--- config.mk ---
export PLATFORM = sky130hd
export DESIGN_NAME = piece_drop_controller
export DESIGN_NICKNAME = d
export VERILOG_FILES = /design/src/rtl/game_state_pkg.sv /design/src/rtl/drop_timer.sv /design/src/rtl/piece_drop_controller.sv
export SDC_FILE = /design/constraint.sdc
export NUM_CORES = 1
export LEC_CHECK = 0
export ABC_AREA = 1
export CORE_ASPECT_RATIO = 1.2
export CORE_MARGIN = 2
export CORE_UTILIZATION = 60
export DETAILED_ROUTE_END_ITERATION = 6
export GPL_TIMING_DRIVEN = 1
export PLACE_DENSITY = 0.81
export SLEW_MARGIN = 20
export SYNTH_ARGS = -nofsm -noshare
export SYNTH_HDL_FRONTEND = slang
export SYNTH_HIERARCHICAL = 1
export SYNTH_SLANG_ARGS = --single-unit
export TNS_END_PERCENT = 30
--- constraint.sdc ---
create_clock -name clk -period 5.4 [get_ports clk]
set_input_delay 1.62 -clock clk [delete_from_list [all_inputs] [get_ports clk]]
set_output_delay 1.62 -clock clk [all_outputs]
set_load 0.02 [all_outputs]
--- src/rtl/game_state_pkg.sv ---
// game_state_pkg
// Shared types and default timing constants for the game-state logic.
//   drop_ctrl_state_t      : life-cycle state of the active piece (3 bits)
//   *_DEFAULT              : default tick counts for gravity, soft drop,
//                            lock delay and lock-delay restarts
//   max_int()              : elaboration-time helper for sizing counters
package game_state_pkg;

  typedef enum logic [2:0] {
    IDLE     = 3'd0,
    SPAWN    = 3'd1,
    SETTLE   = 3'd2,
    FALL     = 3'd3,
    LOCK_DLY = 3'd4,
    LOCK     = 3'd5,
    CLEAR    = 3'd6,
    OVER     = 3'd7
  } drop_ctrl_state_t;

  localparam int GRAVITY_TICKS_DEFAULT   = 48;
  localparam int SOFT_TICKS_DEFAULT      = 4;
  localparam int LOCK_TICKS_DEFAULT      = 30;
  localparam int MAX_LOCK_RESETS_DEFAULT = 15;

  function automatic int max_int(input int a, input int b);
    return (a > b) ? a : b;
  endfunction

endpackage

--- src/rtl/drop_timer.sv ---
// drop_timer
// Clearable, enable-gated up-counter with a terminal-count compare against a
// threshold supplied at run time.
//   clk, reset : GAME clock, asynchronous active-high reset
//   clear      : zero the count (wins over inc)
//   inc        : advance the count by one
//   threshold  : number of counted cycles per period (>= 1)
//   expired    : count has reached threshold-1
module drop_timer #(
  parameter int WIDTH = 6
) (
  input  logic             clk,
  input  logic             reset,
  input  logic             clear,
  input  logic             inc,
  input  logic [WIDTH-1:0] threshold,
  output logic             expired
);

  localparam logic [WIDTH-1:0] ONE  = WIDTH'(1);
  localparam logic [WIDTH-1:0] FULL = {WIDTH{1'b1}};

  logic [WIDTH-1:0] count_reg;
  logic [WIDTH-1:0] count_next;

  // Saturate instead of wrapping so a stalled period can never restart by
  // rolling over.
  always_comb begin
    count_next = count_reg;
    if (clear) begin
      count_next = '0;
    end else if (inc && (count_reg != FULL)) begin
      count_next = count_reg + ONE;
    end
  end

  always_ff @(posedge clk or posedge reset) begin
    if (reset) begin
      count_reg <= '0;
    end else begin
      count_reg <= count_next;
    end
  end

  // ">=" rather than "==": if the threshold drops below the current count
  // (soft drop pressed late in a gravity period) the period ends at once
  // instead of counting on forever.
  assign expired = (count_reg >= (threshold - ONE));

endmodule

--- src/rtl/piece_drop_controller.sv ---
// piece_drop_controller
// Sequences the active piece: spawn, gravity fall, lock delay, lock, line
// clear. Owns the per-piece tick and lock-reset counters.
//   clk, reset              : GAME clock, asynchronous active-high reset
//   enable                  : game running; low pauses everything
//   no_piece                : piece register is empty
//   active_piece_toutching  : landing flag from piece_land_checker
//   soft_drop               : level, faster gravity
//   hard_drop               : pulse, drop until landed then lock at once
//   move_accepted           : pulse, a shift/rotate was applied
//   spawn_ack/spawn_blocked : new piece loaded / it overlaps the board
//   clear_done              : line clear finished
//   spawn_req, clear_req    : level requests (registered from state)
//   drop_req, lock_req      : single-cycle command pulses
//   game_over               : sticky
//   state                   : current FSM state for status/debug
module piece_drop_controller
  import game_state_pkg::*;
#(
  parameter int GRAVITY_TICKS   = GRAVITY_TICKS_DEFAULT,
  parameter int SOFT_TICKS      = SOFT_TICKS_DEFAULT,
  parameter int LOCK_TICKS      = LOCK_TICKS_DEFAULT,
  parameter int MAX_LOCK_RESETS = MAX_LOCK_RESETS_DEFAULT
) (
  input  logic             clk,
  input  logic             reset,
  input  logic             enable,
  input  logic             no_piece,
  input  logic             active_piece_toutching,
  input  logic             soft_drop,
  input  logic             hard_drop,
  input  logic             move_accepted,
  input  logic             spawn_ack,
  input  logic             spawn_blocked,
  input  logic             clear_done,
  output logic             spawn_req,
  output logic             drop_req,
  output logic             lock_req,
  output logic             clear_req,
  output logic             game_over,
  output drop_ctrl_state_t state
);

  localparam int TICK_W = $clog2(max_int(GRAVITY_TICKS, LOCK_TICKS) + 1);
  localparam int RC_W   = (MAX_LOCK_RESETS < 1) ? 1 : $clog2(MAX_LOCK_RESETS + 1);

  localparam logic [TICK_W-1:0] GRAV_THR = TICK_W'(GRAVITY_TICKS);
  localparam logic [TICK_W-1:0] SOFT_THR = TICK_W'(SOFT_TICKS);
  localparam logic [TICK_W-1:0] LOCK_THR = TICK_W'(LOCK_TICKS);
  localparam logic [RC_W-1:0]   RC_MAX   = RC_W'(MAX_LOCK_RESETS);
  localparam logic [RC_W-1:0]   RC_ONE   = RC_W'(1);

  drop_ctrl_state_t state_reg, state_next;
  logic             hd_flag_reg, hd_flag_next;
  logic [RC_W-1:0]  reset_cnt_reg, reset_cnt_next;

  logic spawn_req_reg, drop_req_reg, lock_req_reg, clear_req_reg, game_over_reg;

  logic              timer_clear;
  logic              timer_inc;
  logic              timer_expired;
  logic [TICK_W-1:0] timer_threshold;
  logic              drop_fire;

  // One shared tick counter: the FSM is only ever timing gravity or the
  // lock delay, never both.
  drop_timer #(
    .WIDTH(TICK_W)
  ) u_drop_timer (
    .clk      (clk),
    .reset    (reset),
    .clear    (timer_clear),
    .inc      (timer_inc),
    .threshold(timer_threshold),
    .expired  (timer_expired)
  );

  // Threshold is resampled every cycle so soft_drop takes effect mid-count.
  always_comb begin
    timer_threshold = GRAV_THR;
    if (state_reg == LOCK_DLY) begin
      timer_threshold = LOCK_THR;
    end else if (soft_drop) begin
      timer_threshold = SOFT_THR;
    end
  end

  always_comb begin
    state_next     = state_reg;
    hd_flag_next   = hd_flag_reg;
    reset_cnt_next = reset_cnt_reg;
    timer_clear    = 1'b0;
    timer_inc      = 1'b0;
    drop_fire      = 1'b0;

    // Everything, including acks, is ignored while paused.
    if (enable) begin
      case (state_reg)
        IDLE: begin
          state_next = SPAWN;
        end

        SPAWN: begin
          if (spawn_ack) begin
            state_next = spawn_blocked ? OVER : SETTLE;
          end
        end

        // The landing checker still sees the previous position here.
        SETTLE: begin
          timer_clear = 1'b1;
          state_next  = FALL;
        end

        FALL: begin
          if (active_piece_toutching) begin
            if (hd_flag_reg) begin
              state_next = LOCK;
            end else begin
              timer_clear = 1'b1;
              state_next  = LOCK_DLY;
            end
          end else if (hd_flag_reg || hard_drop) begin
            drop_fire    = 1'b1;
            hd_flag_next = 1'b1;
            state_next   = SETTLE;
          end else if (timer_expired) begin
            drop_fire  = 1'b1;
            state_next = SETTLE;
          end else begin
            timer_inc = 1'b1;
          end
        end

        LOCK_DLY: begin
          if (hard_drop) begin
            state_next = LOCK;
          end else if (move_accepted && (reset_cnt_reg < RC_MAX)) begin
            reset_cnt_next = reset_cnt_reg + RC_ONE;
            state_next     = SETTLE;
          end else if (!active_piece_toutching) begin
            state_next = SETTLE;
          end else if (timer_expired) begin
            state_next = LOCK;
          end else begin
            timer_inc = 1'b1;
          end
        end

        LOCK: begin
          state_next = CLEAR;
        end

        CLEAR: begin
          if (clear_done) begin
            state_next = SPAWN;
          end
        end

        OVER: begin
          state_next = OVER;
        end

        default: begin
          state_next = IDLE;
        end
      endcase

      // Piece vanished underneath us: respawn without locking anything.
      if (no_piece && ((state_reg == SETTLE) || (state_reg == FALL) ||
                       (state_reg == LOCK_DLY))) begin
        state_next = SPAWN;
        drop_fire  = 1'b0;
      end

      // Fresh piece starts with clean timers and flags.
      if (state_next == SPAWN) begin
        timer_clear    = 1'b1;
        timer_inc      = 1'b0;
        reset_cnt_next = '0;
        hd_flag_next   = 1'b0;
      end
    end
  end

  // Outputs are registered decodes of the state, one cycle behind it.
  // Level outputs freeze during pause; pulse outputs are gated by enable.
  always_ff @(posedge clk or posedge reset) begin
    if (reset) begin
      state_reg     <= IDLE;
      hd_flag_reg   <= 1'b0;
      reset_cnt_reg <= '0;
      spawn_req_reg <= 1'b0;
      drop_req_reg  <= 1'b0;
      lock_req_reg  <= 1'b0;
      clear_req_reg <= 1'b0;
      game_over_reg <= 1'b0;
    end else begin
      state_reg     <= state_next;
      hd_flag_reg   <= hd_flag_next;
      reset_cnt_reg <= reset_cnt_next;
      drop_req_reg  <= drop_fire;
      lock_req_reg  <= enable && (state_reg == LOCK);
      if (enable) begin
        spawn_req_reg <= (state_reg == SPAWN);
        clear_req_reg <= (state_reg == CLEAR);
      end
      game_over_reg <= game_over_reg || (state_reg == OVER);
    end
  end

  assign spawn_req = spawn_req_reg;
  assign drop_req  = drop_req_reg;
  assign lock_req  = lock_req_reg;
  assign clear_req = clear_req_reg;
  assign game_over = game_over_reg;
  assign state     = state_reg;

endmodule
==> impl_metrics.env <==
export IMPL_filler_cells=216
export IMPL_worst_setup_path_start_kind="input port"
export IMPL_yosysUniqueCellTypes=31
export IMPL_placement_setup_worst_slack_ps=362
export IMPL_post_synth_instance_area_sq_mm=0.00155
export IMPL_timing_critical_path_required_ps=5640
export IMPL_setup_worst_path_class="input port to register"
export IMPL_route_antenna_remaining_nets=0
export IMPL_core_region_area_sq_mm=0.00250
export IMPL_routed_via_density=5.50
export IMPL_cts_buffer_depth=2
export IMPL_critical_path_arrival_ps=5070
export IMPL_rsz_0062_raised_after_global_routing="no"
export IMPL_worst_hold_slack_ps=471
export IMPL_globalRouteTotalUtil_pct=25.0
export IMPL_total_via_count_in_the_routed_design=1484
export IMPL_p_per_area_mw_per_mm2=387
export IMPL_die_height_microns=59.7
export IMPL_timing_critical_path_slowest_cell_delay_ps=420
export IMPL_clkTransAtPathRegs_ps=100
export IMPL_detail_route_wirelength_microns=3390
export IMPL_via_count_of_the_first_global_routing_pass=1381
export IMPL_cts_setup_buffers=0
export IMPL_cts_resized=0
export IMPL_fin_skew_ps=9.56
export IMPL_io_pins=19
export IMPL_cpMostUsedCell="sky130_fd_sc_hd__nand2_1"
export IMPL_die_w_microns=50.4
export IMPL_synth_area_top_cells="sky130_fd_sc_hd__dfrtp_1, sky130_fd_sc_hd__nand2_1, sky130_fd_sc_hd__inv_1"
export IMPL_critical_path_max_fanout=8
export IMPL_synthDominantAreaCellType="sky130_fd_sc_hd__dfrtp_1"
export IMPL_tns_ps=0
export IMPL_detail_route_drc_violations=0
export IMPL_result_of_the_run="finished, final reports clean"
export IMPL_post_synth_cell_area_avg_sq_um=7.12
export IMPL_clk_latency_ps=290
export IMPL_drt_pre_antenna_iters=4
export IMPL_antennaDiodeCount=0
export IMPL_port_buffers=18
export IMPL_clock_sink_count=19
export IMPL_tritoncts="built"
export IMPL_post_cts_hold_fix_bufs=0
export IMPL_max_freq_mhz=207
export IMPL_die_area_sq_mm=0.00301
export IMPL_post_dp_hpwl_microns=2710
export IMPL_drt_iter0_markers=66
export IMPL_synth_cells=218
export IMPL_htree_levels=1
export IMPL_critPathSlowestCell="sky130_fd_sc_hd__clkdlybuf4s50_1"
export IMPL_area_growth_from_synthesis_to_final_layout_pct=14.7
export IMPL_place_congestion=0.858
export IMPL_grt_max_degree=14
export IMPL_wire_length_of_the_first_global_routing_pass_microns=5750
export IMPL_synth_top_area_share_pct=30.6
export IMPL_std_cell_rows=20
export IMPL_grt_overflow_total=0
export IMPL_hold_viol=0
export IMPL_final_max_slew_violation_count=0
export IMPL_synth_seq_cells=19
export IMPL_most_common_layout_cells="sky130_fd_sc_hd__nand2_1, sky130_fd_sc_hd__inv_1, sky130_fd_sc_hd__nand3_1, sky130_fd_sc_hd__nor2_1, sky130_fd_sc_hd__dfrtp_1"
export IMPL_cp_cell_sequence="clkdlybuf4s50_1, nor2_1, inv_1, nor3_1, nand3_1, nand2_1, nand2_1, inv_1, ha_1, nand2_1, nor2_1, o21ai_0, nand3_1, nor2_1, nand2_1, nor2_2, nor2_1, nand3_2, nand3_2, a21oi_1, inv_1, nand2_4, nand2_1, nand2_1"
export IMPL_layout_cells_most_common="sky130_fd_sc_hd__nand2_1"
export IMPL_fin_worst_setup_slack_ps=572
export IMPL_post_route_cells_drive_above_1_share_pct=12.2
export IMPL_timing_final_crit_period_ps=4830
export IMPL_largest_reg_flops=6
export IMPL_tritoncts_num_buffers=3
export IMPL_fin_nets=258
export IMPL_grt_antenna_before_repair=0
export IMPL_maxCapViolCount=0
export IMPL_worst_setup_path_end_kind="register"
export IMPL_cpLargestDelayFamily="simple AND/OR/NAND/NOR gates"
export IMPL_crit_buf_inv=4
export IMPL_initial_core_util_pct=62.0
export IMPL_clk_root_buffer_cell="sky130_fd_sc_hd__clkbuf_4"
export IMPL_vdd_ir_drop_worst_v=0.000248
export IMPL_setup_viol_count_final=0
export IMPL_yosysWarningCount=6
export IMPL_seq_area_frac_synth_pct=30.6
export IMPL_routedWlPerCell_microns=12.6
export IMPL_min_delay_path_class="register to register"
export IMPL_min_period_over_period_pct=89.4
export IMPL_leakage_nw=0.950
==> per-layer routing <==
metal,track usage (%),share of wire (%),vias to the layer above
met1,26.6,38,678
met4,8.88,2.7,0
met5,0,0,-
met2,48.5,55,57
met3,5.00,4.1,12
li1,-,-,737
==> path summary, 6_finish.rpt <==
| check | startpoint | endpoint | slack [ps] | depth (start not counted) |
|---|---|---|---|---|
| worst min register to register | game_over | game_over | 470 | 2 |
| max in group asynchronous | reset | clear_req | 3420 | 2 |
| worst max register to register | state[1] | u_drop_timer/count_reg[3] | 1360 | 26 |
| min in group asynchronous | reset | u_drop_timer/count_reg[2] | 1560 | 2 |
| worst max-delay path | soft_drop | u_drop_timer/count_reg[3] | 570 | 24 |
| worst min-delay path | game_over | game_over | 470 | 2 |
==> per-stage QoR <==
| step | total power [mW] | std cells | cell area (sq um) | util [%] |
|---|---|---|---|---|
| floorplan | 0.513 | 219 | 1560 | - |
| global placement | 0.603 | 266 | 1750 | 70.1 |
| detailed placement | 0.616 | 266 | 1750 | 70.1 |
| CTS | 0.685 | 270 | 1780 | 71.1 |
| global route | 0.747 | 270 | 1780 | 71.1 |
| finish | 0.688 | 270 | 1780 | 71.1 |
==> layout make-up <==
class / count / area, sq um / area share [%]
Multi-Input combinational cell: 159 / 912 / 51.3
Sequential cell: 19 / 475 / 26.7
Timing Repair Buffer: 18 / 180 / 10.1
Inverter: 37 / 144 / 8.09
Tap cell: 33 / 41.3 / 2.32
Clock buffer: 4 / 26.3 / 1.48
==> Yosys cell counts, drive strengths merged <==
cell type	n
nor3	5
o211ai	2
ha	9
nand3	24
buf	2
nor2	24
nand3b	1
o21ai	11
nor4	1
a21boi	1
conb	1
xnor2	2
clkbuf	2
xor2	4
nand2	60
a21oi	4
o21a	1
dfrtp	19
nand4	8
inv	37
==> cells by family (layout without fill, tap and decap cells) <==
logic type / after synthesis / after routing / share of synthesized area (%)
fa+ha+maj: 9 / 9 / 7.26
buf+inv: 41 / 59 / 10.8
other cells: 1 / 2 / 0.242
xor+xnor: 6 / 6 / 3.39
compound gates: 19 / 19 / 7.50
flops: 19 / 19 / 30.6
simple gates: 123 / 123 / 40.2
==> where the power goes <==
group | switching [mW] | internal [mW] | total, mW
registers | 0.0536 | 0.173 | 0.227
logic | 0.245 | 0.149 | 0.394
clock network | 0.0392 | 0.0287 | 0.0679
==> worst reg2reg max path, delay by kind of cell (launching register included) <==
kind,cells,cell delay (ps)
adder cells (fa/ha/maj),1,220
buffers and inverters,4,480
AND/OR/NAND/NOR,19,2300
flip-flops,1,640
AO/OA/AOI/OAI,2,340
Power figures use the tool's default switching activity.
==> RTL change 1, RTL diff (same settings) <==
Reset style: synchronous (`reset`), changed in 2 clocked blocks. Comments in the files are not updated.
--- a/src/rtl/drop_timer.sv
+++ b/src/rtl/drop_timer.sv
@@ -35,5 +35,5 @@
   end
 
-  always_ff @(posedge clk or posedge reset) begin
+  always_ff @(posedge clk) begin
     if (reset) begin
       count_reg <= '0;
--- a/src/rtl/piece_drop_controller.sv
+++ b/src/rtl/piece_drop_controller.sv
@@ -186,5 +186,5 @@
   // Outputs are registered decodes of the state, one cycle behind it.
   // Level outputs freeze during pause; pulse outputs are gated by enable.
-  always_ff @(posedge clk or posedge reset) begin
+  always_ff @(posedge clk) begin
     if (reset) begin
       state_reg     <= IDLE;
Function: differs if reset is asserted again (counterexample within 4 cycles, from zero or initial values and one cycle with reset high); with reset held inactive, the same outputs for 10 cycles.
==> RTL change 1 against the original RTL <==
- synthesized area shrank 3.0%
- register-to-register slack improved by 0.04 ns
- design area is 2.9% lower
- non-clock buffer count is 1 higher
- sequential cell count did not move
- wire length decreased by 2.7%
- worst setup slack improved by 0.044 ns
- global-route usage is 0.95 points higher
- final cell count increased by 5.6%
Power is not compared: it rests on default switching activity, and its combinational part moved more than twofold at a synthesized area within 25%.
==> RTL change 1: results <==
clock_network:
  cts_buffers: 3
  clock_latency_ns: 0.30
  clock_path_buffers: 2
  cts-resized-gates: 0
  cts_htree_levels: 1
  cts_setup_buffers: 0
  clkTransAtPathRegs_ns: 0.12
  clock-root-buffer: "clkbuf_4"
yosys:
  synth_cell_types: 31
  synth_warnings: 6
  async_flop_share_pct: 0
  yosysSeqAreaShare_pct: 25.3
  synthFlopType: "dfxtp_1"
  ys_top_cells_by_count: "nand2_1, nor2_1, inv_1, dfxtp_1, nand3_1"
  synth_area_leaders: "dfxtp_1, nand2_1, nor2_1"
global_routing:
  met1_usage_pct: 27.8
  antenna_found_initial: 0
  grt_pass1_vias: 1469
  grtUsageMet3_pct: 5.33
  grt_max_degree: 12
  grt_pass1_wl_um: 5940
  grt_use_met2_pct: 47.6
  grt_usage_pct: 25.9
drt:
  totalWireLength_um: 3300
  drtIter0Drc: 63
  firstDrtPassIters: 4
  vias_per_cell: 5.38
worst_setup_path:
  reg2reg_from: "state[0]"
  crit_slowest_cell: "clkdlybuf4s50_1"
  cp_max_fo: 5
  crit_arrival_ns: 5.03
  slowest_delay_ns: 0.42
  r2r_cells: 26
  cp_top_family: "simple AND/OR/NAND/NOR gates"
  startpoint: "soft_drop"
timing:
  skew_ns: 0.000511
finish:
  largest_reg_flops: 6
  nNetsFinal: 275
  drive_above_1_share_pct: 9.45
  diodes: 0
power_and_ir_drop:
  ir_drop_v: 0.000108
  p_leak_nw: 0.811
min_path:
  hold_class: "flop to flop"
  min_from: "game_over"
  holdPathStages: 2
place:
  port_buffers: 18
  hpwlAfterDp_um: 2550
  finalWeightedCongestion: 0.925
outcome:
  status: "finished, final reports clean"
==> RTL change 1: cells by family (layout without fill, tap and decap cells) <==
group / after synthesis / after routing / share of synthesized area, %
adder cells (fa/ha/maj): 9 / 9 / 7.48
XOR/XNOR: 6 / 6 / 3.49
AND/OR/NAND/NOR: 127 / 127 / 39.9
flip-flops: 19 / 19 / 25.3
other: 1 / 2 / 0.249
buffers and inverters: 42 / 61 / 11.8
AO/OA/AOI/OAI: 30 / 30 / 11.8
==> RTL change 1: report_power, final <==
part	switching, mW	internal (mW)	total, mW
sequential	0.00770	0.144	0.152
combinational	0.0586	0.0367	0.0952
clock	0.0484	0.0277	0.0760
total	0.115	0.209	0.323
==> RTL change 1: through the flow <==
stage	cells	setup WS, ns	power [mW]	cell area [µm²]	utilization [%]
after global routing	285	0.0145	0.344	1730	74.2
after detailed placement	281	0.336	0.249	1700	73.0
after CTS	285	0.634	0.324	1730	74.2
after global placement	281	0.458	0.247	1700	73.0
after floorplan	235	1.07	0.223	1510	-
final	285	0.616	0.323	1730	74.2
==> RTL change 1: path summary, 6_finish.rpt <==
check                                            endpoint  slack, ns
worst min register to register                  game_over       0.46
worst max-delay path            u_drop_timer/count_reg[3]       0.62
worst min-delay path                            game_over       0.46
worst max register to register  u_drop_timer/count_reg[3]       1.40
==> RTL change 1: final cells by class <==
| class | count | area (µm²) |
|---|---|---|
| clock inverters | 1 | 5.00 |
| clock buffers | 3 | 22.5 |
| inverters | 38 | 143 |
| repair buffers | 19 | 188 |
| flip-flops and latches | 19 | 380 |
| fillers | 204 | 602 |
| well taps | 31 | 38.8 |
| multi-input cells | 174 | 951 |
==> RTL change 1: metal layers <==
metal | wire (µm) | vias to the layer above
met3 | 199 | 11
met1 | 1370 | 684
met4 | 90 | 0
met2 | 1640 | 50
li1 | - | 789
met5 | 0 | -
==> RTL change 2, RTL diff (config.mk and constraints unchanged) <==
Without the edit above. `MAX_LOCK_RESETS_DEFAULT`: 15 -> 30.
--- a/src/rtl/game_state_pkg.sv
+++ b/src/rtl/game_state_pkg.sv
@@ -21,5 +21,5 @@
   localparam int SOFT_TICKS_DEFAULT      = 4;
   localparam int LOCK_TICKS_DEFAULT      = 30;
-  localparam int MAX_LOCK_RESETS_DEFAULT = 15;
+  localparam int MAX_LOCK_RESETS_DEFAULT = 30;
 
   function automatic int max_int(input int a, input int b);
Function: same outputs for any inputs over 10 cycles, from zero or initial values and one cycle with reset high; that may be too few to reach the edited logic, so the function may still have changed.
==> RTL change 2 against the original RTL <==
- worst setup slack improved by 0.097 ns
- sequential power about the same
- maximum frequency rose by 2.1%
- largest power group unchanged
- wire length shrank 1.4%
- sequential cell count grew 1
- sequential share of layout area grew 0.67 points
- non-clock buffer count is the same
- global-route usage is 0.59 points higher
- power up 13%
- first-iteration DRC count decreased by 21%
- synthesized area increased by 0.89%
- design area increased by 2.7%
==> RTL change 2: results <==
yosys:
  ys_top_cells_by_count: "nand2_1, inv_1, nand3_1, nor2_1, dfrtp_1"
  synth_area_leaders: "dfrtp_1, nand2_1, nand3_1"
  synth_compound_area_share_pct: 8.55
  synthAdderAreaFrac_pct: 7.19
  synth_cells: 226
  yosysSeqAreaShare_pct: 32.0
  synth_top_cell_area_share_pct: 32.0
  synth_cell_types: 27
  synth-seq-cells: 20
  syn_area_mm2: 0.00157
  synth_xor_area_share_pct: 3.36
outcome:
  status: "finished, final reports clean"
power_and_ir_drop:
  p_sw_mw: 0.366
  pwr-share-clk_pct: 15.8
  p_int_mw: 0.411
  ir_drop_v: 0.000254
  power_frac_comb_pct: 55.0
finish:
  multi_input_cells: 172
  multi_input_area_um2: 928
  clock_area_share_pct: 2.88
  buffer_area_share_pct: 9.86
  inverters_excl_clock: 33
  drive_above_1_share_pct: 9.31
  stdcell_count: 280
drt:
  wl_per_cell_um: 11.9
  drt-met1-wl_um: 1420
  wl_met2_um: 1780
  vias_per_cell: 5.25
place:
  hpwlAfterDp_um: 2680
  finalWeightedCongestion: 0.901
global_routing:
  met1_usage_pct: 28.0
  grt_pass1_vias: 1448
  grt_use_met2_pct: 51.3
  grt_usage_pct: 25.6
timing:
  skew_ns: 0.00567
clock_network:
  clkTransAtPathRegs_ns: 0.12
[RTL change 2: changes by cell type after synthesis, sizes merged]
cell	before	now
nand2	60	69
a31oi	0	1
dfrtp	19	20
a21oi	4	7
nand3b	1	0
nand3	24	28
and3	0	1
nand4	8	6
inv	37	33
o211ai	2	0
clkbuf	2	0
[RTL change 2: final timing paths]
| kind | start | to | slack (ns) | cells past startpoint |
|---|---|---|---|---|
| setup / recovery | soft_drop | u_drop_timer/count_reg[4] | 0.67 | 24 |
| hold / removal | game_over | game_over | 0.48 | 2 |
| setup reg to reg | state[1] | u_drop_timer/count_reg[4] | 1.32 | 26 |
| hold reg to reg | game_over | game_over | 0.48 | 2 |
| max in group asynchronous | reset | hd_flag_reg | 3.40 | 2 |
| min in group asynchronous | reset | u_drop_timer/count_reg[2] | 1.54 | 2 |
[RTL change 2: metrics by stage]
stage,utilization (%),worst slack (ns)
after floorplan,-,1.23
after global placement,70.9,0.523
after detailed placement,70.9,0.420
after CTS,73.0,0.731
after global routing,73.0,0.267
final,73.0,0.669
